===== src/rtl/csr_regfile.sv =====
// Machine-mode CSR register file for the RV32IM core: M-mode state, 64-bit counters,
// trap/mret sequencing and interrupt-pending generation.
module csr_regfile #(
  parameter logic [31:0] HART_ID     = 32'h0,
  parameter logic [31:0] MTVEC_RESET = 32'h8000_0000,
  parameter logic [31:0] MISA_VALUE  = 32'h4000_1100
) (
  input  logic        clk_i,
  input  logic        rst_ni,
  input  logic        csr_rd_i,
  input  logic        csr_wr_i,
  input  logic [1:0]  csr_op_i,
  input  logic [11:0] csr_idx_i,
  input  logic [31:0] csr_wdata_i,
  output logic [31:0] csr_rdata_o,
  output logic        csr_illegal_o,
  input  logic        stall_i,
  input  logic        retire_i,
  input  logic        trap_valid_i,
  input  logic [31:0] trap_cause_i,
  input  logic [31:0] trap_pc_i,
  input  logic [31:0] trap_tval_i,
  input  logic        mret_i,
  input  logic        irq_sw_i,
  input  logic        irq_timer_i,
  input  logic        irq_ext_i,
  output logic [31:0] trap_vector_o,
  output logic [31:0] mepc_o,
  output logic        irq_pending_o
);

  localparam int unsigned XLEN = 32;
  localparam int unsigned CW   = 64;

  localparam logic [11:0] ADDR_MSTATUS   = 12'h300;
  localparam logic [11:0] ADDR_MISA      = 12'h301;
  localparam logic [11:0] ADDR_MIE       = 12'h304;
  localparam logic [11:0] ADDR_MTVEC     = 12'h305;
  localparam logic [11:0] ADDR_MSCRATCH  = 12'h340;
  localparam logic [11:0] ADDR_MEPC      = 12'h341;
  localparam logic [11:0] ADDR_MCAUSE    = 12'h342;
  localparam logic [11:0] ADDR_MTVAL     = 12'h343;
  localparam logic [11:0] ADDR_MIP       = 12'h344;
  localparam logic [11:0] ADDR_MCYCLE    = 12'hB00;
  localparam logic [11:0] ADDR_MINSTRET  = 12'hB02;
  localparam logic [11:0] ADDR_MCYCLEH   = 12'hB80;
  localparam logic [11:0] ADDR_MINSTRETH = 12'hB82;
  localparam logic [11:0] ADDR_MVENDORID = 12'hF11;
  localparam logic [11:0] ADDR_MARCHID   = 12'hF12;
  localparam logic [11:0] ADDR_MIMPID    = 12'hF13;
  localparam logic [11:0] ADDR_MHARTID   = 12'hF14;

  localparam logic [1:0] OP_NONE = 2'b00;
  localparam logic [1:0] OP_RW   = 2'b01;
  localparam logic [1:0] OP_RS   = 2'b10;
  localparam logic [1:0] OP_RC   = 2'b11;

  // Architectural state; interrupt enable/pending vectors are {ext, timer, sw}
  logic            mstatus_mie_q,  mstatus_mie_d;
  logic            mstatus_mpie_q, mstatus_mpie_d;
  logic [2:0]      mie_q,          mie_d;
  logic [2:0]      mip_q,          mip_d;
  logic [XLEN-1:0] mtvec_q,        mtvec_d;
  logic [XLEN-1:0] mscratch_q,     mscratch_d;
  logic [XLEN-1:0] mepc_q,         mepc_d;
  logic [XLEN-1:0] mcause_q,       mcause_d;
  logic [XLEN-1:0] mtval_q,        mtval_d;
  logic [CW-1:0]   mcycle_q,       mcycle_d;
  logic [CW-1:0]   minstret_q,     minstret_d;

  logic [XLEN-1:0] rdata;
  logic [XLEN-1:0] wval;
  logic [XLEN-1:0] mstatus_rd;
  logic [XLEN-1:0] mie_rd;
  logic [XLEN-1:0] mip_rd;
  logic [XLEN-1:0] mtvec_base;
  logic            illegal;
  logic            wr_en;
  logic            cyc_wr;
  logic            ins_wr;
  logic            ins_inc;
  logic            unused_rd;

  // Read request is informational only: reads are side-effect free
  assign unused_rd = csr_rd_i;

  assign mstatus_rd = {19'd0, 2'b11, 3'd0, mstatus_mpie_q, 3'd0, mstatus_mie_q, 3'd0};
  assign mie_rd     = {20'd0, mie_q[2], 3'd0, mie_q[1], 3'd0, mie_q[0], 3'd0};
  assign mip_rd     = {20'd0, mip_q[2], 3'd0, mip_q[1], 3'd0, mip_q[0], 3'd0};

  // Combinational read mux; unsupported addresses read zero
  always_comb begin
    rdata = '0;
    case (csr_idx_i)
      ADDR_MSTATUS:   rdata = mstatus_rd;
      ADDR_MISA:      rdata = MISA_VALUE;
      ADDR_MIE:       rdata = mie_rd;
      ADDR_MTVEC:     rdata = mtvec_q;
      ADDR_MSCRATCH:  rdata = mscratch_q;
      ADDR_MEPC:      rdata = mepc_q;
      ADDR_MCAUSE:    rdata = mcause_q;
      ADDR_MTVAL:     rdata = mtval_q;
      ADDR_MIP:       rdata = mip_rd;
      ADDR_MCYCLE:    rdata = mcycle_q[31:0];
      ADDR_MCYCLEH:   rdata = mcycle_q[63:32];
      ADDR_MINSTRET:  rdata = minstret_q[31:0];
      ADDR_MINSTRETH: rdata = minstret_q[63:32];
      ADDR_MVENDORID: rdata = '0;
      ADDR_MARCHID:   rdata = '0;
      ADDR_MIMPID:    rdata = '0;
      ADDR_MHARTID:   rdata = HART_ID;
      default:        rdata = '0;
    endcase
  end

  assign csr_rdata_o   = rdata;
  assign illegal       = csr_wr_i & (csr_idx_i[11:10] == 2'b11);
  assign csr_illegal_o = illegal;
  assign wr_en         = csr_wr_i & (csr_op_i != OP_NONE) & ~stall_i & ~illegal & ~trap_valid_i;

  // Read-modify-write operand from the old value
  always_comb begin
    wval = csr_wdata_i;
    case (csr_op_i)
      OP_RW:   wval = csr_wdata_i;
      OP_RS:   wval = rdata | csr_wdata_i;
      OP_RC:   wval = rdata & ~csr_wdata_i;
      default: wval = csr_wdata_i;
    endcase
  end

  assign cyc_wr  = wr_en & ((csr_idx_i == ADDR_MCYCLE) | (csr_idx_i == ADDR_MCYCLEH));
  assign ins_wr  = wr_en & ((csr_idx_i == ADDR_MINSTRET) | (csr_idx_i == ADDR_MINSTRETH));
  assign ins_inc = retire_i & ~stall_i & ~trap_valid_i & ~ins_wr;

  // Next-state: counters, then software writes, then trap/mret sequencing
  always_comb begin
    mstatus_mie_d  = mstatus_mie_q;
    mstatus_mpie_d = mstatus_mpie_q;
    mie_d          = mie_q;
    mip_d          = {irq_ext_i, irq_timer_i, irq_sw_i};
    mtvec_d        = mtvec_q;
    mscratch_d     = mscratch_q;
    mepc_d         = mepc_q;
    mcause_d       = mcause_q;
    mtval_d        = mtval_q;
    mcycle_d       = cyc_wr  ? mcycle_q   : mcycle_q + CW'(1);
    minstret_d     = ins_inc ? minstret_q + CW'(1) : minstret_q;

    if (wr_en) begin
      case (csr_idx_i)
        ADDR_MSTATUS: begin
          mstatus_mie_d  = wval[3];
          mstatus_mpie_d = wval[7];
        end
        ADDR_MIE:       mie_d                = {wval[11], wval[7], wval[3]};
        ADDR_MTVEC:     mtvec_d              = wval & ~XLEN'(32'h2);
        ADDR_MSCRATCH:  mscratch_d           = wval;
        ADDR_MEPC:      mepc_d               = wval & ~XLEN'(32'h3);
        ADDR_MCAUSE:    mcause_d             = wval;
        ADDR_MTVAL:     mtval_d              = wval;
        ADDR_MCYCLE:    mcycle_d[31:0]       = wval;
        ADDR_MCYCLEH:   mcycle_d[63:32]      = wval;
        ADDR_MINSTRET:  minstret_d[31:0]     = wval;
        ADDR_MINSTRETH: minstret_d[63:32]    = wval;
        default:        ;
      endcase
    end

    // mret overrides a coincident mstatus write
    if (trap_valid_i) begin
      mepc_d         = trap_pc_i & ~XLEN'(32'h3);
      mcause_d       = trap_cause_i;
      mtval_d        = trap_tval_i;
      mstatus_mpie_d = mstatus_mie_q;
      mstatus_mie_d  = 1'b0;
    end else if (mret_i) begin
      mstatus_mie_d  = mstatus_mpie_q;
      mstatus_mpie_d = 1'b1;
    end
  end

  always_ff @(posedge clk_i or negedge rst_ni) begin
    if (!rst_ni) begin
      mstatus_mie_q  <= 1'b0;
      mstatus_mpie_q <= 1'b0;
      mie_q          <= '0;
      mip_q          <= '0;
      mtvec_q        <= MTVEC_RESET;
      mscratch_q     <= '0;
      mepc_q         <= '0;
      mcause_q       <= '0;
      mtval_q        <= '0;
      mcycle_q       <= '0;
      minstret_q     <= '0;
    end else begin
      mstatus_mie_q  <= mstatus_mie_d;
      mstatus_mpie_q <= mstatus_mpie_d;
      mie_q          <= mie_d;
      mip_q          <= mip_d;
      mtvec_q        <= mtvec_d;
      mscratch_q     <= mscratch_d;
      mepc_q         <= mepc_d;
      mcause_q       <= mcause_d;
      mtval_q        <= mtval_d;
      mcycle_q       <= mcycle_d;
      minstret_q     <= minstret_d;
    end
  end

  // Vectored mode offsets only asynchronous interrupts
  assign mtvec_base    = {mtvec_q[31:2], 2'b00};
  assign trap_vector_o = (mtvec_q[0] & trap_cause_i[31])
                         ? mtvec_base + {25'd0, trap_cause_i[4:0], 2'b00}
                         : mtvec_base;
  assign mepc_o        = mepc_q;
  assign irq_pending_o = mstatus_mie_q & |(mie_q & mip_q);

endmodule


===== config.mk =====
export PLATFORM = sky130hd
export DESIGN_NAME = csr_regfile
export DESIGN_NICKNAME = d
export VERILOG_FILES = /design/src/rtl/csr_regfile.sv
export SDC_FILE = /design/constraint.sdc
export NUM_CORES = 1
export LEC_CHECK = 0
export CORE_MARGIN = 1.5
export CORE_UTILIZATION = 35
export CTS_BUF_LIST = sky130_fd_sc_hd__clkbuf_4 sky130_fd_sc_hd__clkbuf_8 sky130_fd_sc_hd__clkbuf_16
export CTS_CLUSTER_SIZE = 24
export DETAILED_ROUTE_END_ITERATION = 10
export GPL_TIMING_DRIVEN = 0
export PLACE_DENSITY = 0.57
export RECOVER_POWER = 50
export SETUP_SLACK_MARGIN = 0.3
export SYNTH_ARGS = -nofsm -noshare
export SYNTH_HDL_FRONTEND = slang
export SYNTH_SLANG_ARGS = --single-unit

===== constraint.sdc =====
create_clock -name clk_i -period 3.04 [get_ports clk_i]
set_clock_uncertainty 0.05 [all_clocks]
set_input_delay 0.608 -clock clk_i [delete_from_list [all_inputs] [get_ports clk_i]]
set_output_delay 0.608 -clock clk_i [all_outputs]
set_load 0.02 [all_outputs]

==> results.json <==
{
  "violations": "max-capacitance violations, max-slew violations, negative setup slack",
  "maxClockFrequency_mhz": 277,
  "synthFlopType": "sky130_fd_sc_hd__dfrtp_1",
  "design.final.nets": 2708,
  "peakVddDrop_mv": 0.442,
  "synth_cell_count_leaders": "sky130_fd_sc_hd__dfrtp_1 (292), sky130_fd_sc_hd__nand2_1 (249), sky130_fd_sc_hd__o21ai_0 (174)",
  "worst_slew_pin_slew_ns": 1.98,
  "core_area_sq_mm": 0.0503,
  "drt_drc_violations_left": 0,
  "timing.critical_path.from": "trap_cause_i[31]",
  "layout.cell_area.non_filler_sq_mm": 0.0277,
  "synth_enable_flop_cells": 0,
  "mappedNetlistArea_sq_mm": 0.0179,
  "cts.clk_slew.worst_paths_ns": 0.06,
  "numPortBuffers": 238,
  "final_layout_size_suffix_gt1_share_pct": 30.4,
  "report.final.hold_viol_count": 0,
  "grt_overflow_total": 0,
  "detail_route.wirelength_um": 109000,
  "io_pins": 251,
  "totalNegativeSetupSlack_ns": -10.96,
  "max_slew_violation_total_from_the_final_report": 72,
  "globalRouteTotalUtil_pct": 40.4,
  "fraction_of_the_yosys_area_taken_by_sequential_cells_pct": 41.0,
  "final.setup.worst_slack_ns": -0.573,
  "outcome": "finished, violations left",
  "post-synth-top-area-cell": "sky130_fd_sc_hd__dfrtp_1",
  "post-synth-top-count-cell": "sky130_fd_sc_hd__dfrtp_1",
  "total_leakage_power_nw": 11.7,
  "crit_path_start_kind": "primary input",
  "timing.critical_path.to_type": "output pin",
  "cts_tree": "built",
  "place_congestion": 1.04,
  "netlist_top_cells_area": "sky130_fd_sc_hd__dfrtp_1 (41%), sky130_fd_sc_hd__mux2i_1 (6.5%), sky130_fd_sc_hd__nand2_1 (5.2%)",
  "slowest_delay_ns": 0.53,
  "ys_ff_latch": 293,
  "cells_along_the_critical_path": "dlygate4sd2_1 > and4_1 > nand3_2 > a211oi_4 > nand2_4 > nor2_4 > xor2_2 > buf_6",
  "hold_depth": 2,
  "via_density_per_instance": 6.13,
  "crit_path_max_fanout": 5,
  "largest_net_degree_at_the_start_of_global_routing": 115,
  "final_util_pct": 55.2,
  "timing.final.crit_share_pct": 119,
  "post-layout-total-power_mw": 11.0,
  "cap_violations": 1,
  "synthesis.instances": 2046,
  "floorplan.die.height_um": 229,
  "initial_utilization_pct": 35.6,
  "ys_warn_count": 0,
  "p_per_area_mw_per_mm2": 396,
  "worst_hold_path_type": "reg2reg",
  "floorplan.rows": 82,
  "hold_path_startpoint": "mscratch_q[2]",
  "clock_tree.buffer_depth": 3,
  "area_growth_syn_to_layout_pct": 55.1,
  "detail_route.iter0.violations": 2363,
  "wl_per_cell_um": 33.5,
  "worst_reg_to_reg_path_cell_count": 7,
  "insertion_delay_of_the_later_clocked_pin_in_the_worst_skew_pair_ns": 0.58,
  "worst-setup-path-type": "in2out",
  "levels_on_crit_path": 8,
  "postPlaceCellArea_sq_mm": 0.0216,
  "detail_route.first_pass.iterations": 6,
  "max_slew_margin_pct": -31.8,
  "grt_setup_unrepaired": "true",
  "critPathTopFamily": "simple AND/OR/NAND/NOR gates",
  "detailed_place_hpwl_um": 80700,
  "yosys.area.top_type_share_pct": 40.9,
  "period_minus_slack_ns": 3.61,
  "worstPathArrival_ns": 2.96,
  "vias_in_the_first_global_route": 18934,
  "fp.dieArea_sq_mm": 0.0525,
  "numCtsBuffers": 39,
  "critical_path_buf_inv_count": 2,
  "via_count_of_the_routed_design": 19920,
  "fill_cells": 4597,
  "ys_async_sr_fraction_pct": 100,
  "cts.root.buffer_cell": "sky130_fd_sc_hd__clkbuf_16",
  "finalSetupViolCount": 40,
  "syn_avg_cell_area_sq_um": 8.74,
  "grt_pass1_wl_um": 148000,
  "required_time_of_the_critical_path_ns": 2.38,
  "ant_nets": 0,
  "clkSinkCount": 293,
  "antenna_violations_before_repair": 11,
  "ys_types": 83,
  "critPathSlowestCell": "sky130_fd_sc_hd__dlygate4sd2_1",
  "critical_path.reg2reg.startpoint": "mepc_o[16]",
  "h-tree-depth": 2,
  "dieWidth_um": 229
}
==> cells in the final DEF (no fill, tap or decap), drive strengths merged, types with 116 or more instances in the layout <==
cell type      instances
buf                  338
dfrtp                292
nand2                249
o21ai                183
nor2                 167
clkbuf               143
clkdlybuf4s50        137
a21oi                132
mux2i                116
==> logic make-up after synthesis <==
kind of cell / count (synthesis) / synth area share (%)
AOI/OAI and AO/OA: 498 / 17.3
xor gates and xnor gates: 148 / 7.25
adders and majority gates: 8 / 0.602
buffers and inverters: 185 / 4.25
DFF: 293 / 41.0
muxes: 137 / 8.00
other: 1 / 0.0210
and+or+nand+nor: 776 / 21.6
==> cell type report <==
cell class	count	area (sq um)	area share (%)
Antenna cell	3	7.51	0.0271
Buffer	136	1210	4.37
Clock buffer	57	1160	4.19
Clock inverter	12	114	0.411
Inverter	49	184	0.663
Multi-Input combinational cell	1571	12100	43.6
Sequential cell	293	7350	26.5
Tap cell	672	841	3.03
Timing Repair Buffer	457	4770	17.2
==> metrics by stage <==
step | hold WS, ns | setup WS [ns] | instances
global placement | 0.411 | -12.06 | 2959
floorplan | 0.262 | 0.0694 | 2049
finish | 0.430 | -0.573 | 3250
detailed placement | 0.420 | -2.66 | 2971
CTS | 0.411 | -0.456 | 3181
global route | 0.448 | -0.526 | 3247
==> per-layer routing <==
| layer | track usage [%] | share of wire (%) | routed length (um) | vias up |
|---|---|---|---|---|
| li1 | - | - | - | 8391 |
| met1 | 56.0 | 42 | 45200 | 10123 |
| met2 | 61.4 | 44 | 47700 | 1178 |
| met3 | 7.41 | 9.6 | 10400 | 226 |
| met4 | 17.6 | 5.0 | 5410 | 2 |
| met5 | 0 | 0.012 | 13 | - |
==> worst paths after layout <==
kind | endpoint | slack (ns)
max | trap_vector_o[20] | -0.57
min | mscratch_q[2] | 0.43
max reg2reg | mepc_o[16] | 0.33
min reg2reg | mscratch_q[2] | 0.43
max in group asynchronous | mcycle_q[9] | 0.25
min in group asynchronous | mcause_q[30] | 1.07
==> state kept, by name, summed over array words and instances, names as in the netlist, 3 cells and up <==
signal / flops
mtvec_q: 31
minstret_q: 64
mie_q: 3
mtval_q: 32
mip_q: 3
mcause_q: 32
mcycle_q: 64
mscratch_q: 32
mepc_o: 30
==> power by group <==
| part | internal [mW] | leakage, nW | switching (mW) | total [mW] |
|---|---|---|---|---|
| clock | 2.75 | 0.644 | 1.94 | 4.69 |
| sequential | 4.10 | 3.71 | 0.299 | 4.40 |
| combinational | 0.818 | 7.32 | 1.09 | 1.91 |
==> worst min-delay path: cells and delay by family, from the launching register on <==
kind / cells / cell delay (ns)
AOI/OAI and AO/OA: 1 / 0.06
DFF: 1 / 0.34
and+or+nand+nor: 1 / 0.05
==> timing repair <==
action                     4_1_cts  5_1_grt
hold buffers                     1        0
gates cloned                     6        1
pin swaps                      132       76
setup buffers                  134       65
gates resized for setup        945      105
hold endpoints to repair        69        0
setup endpoints to repair      352      158
(Power assumes the default switching activity.)
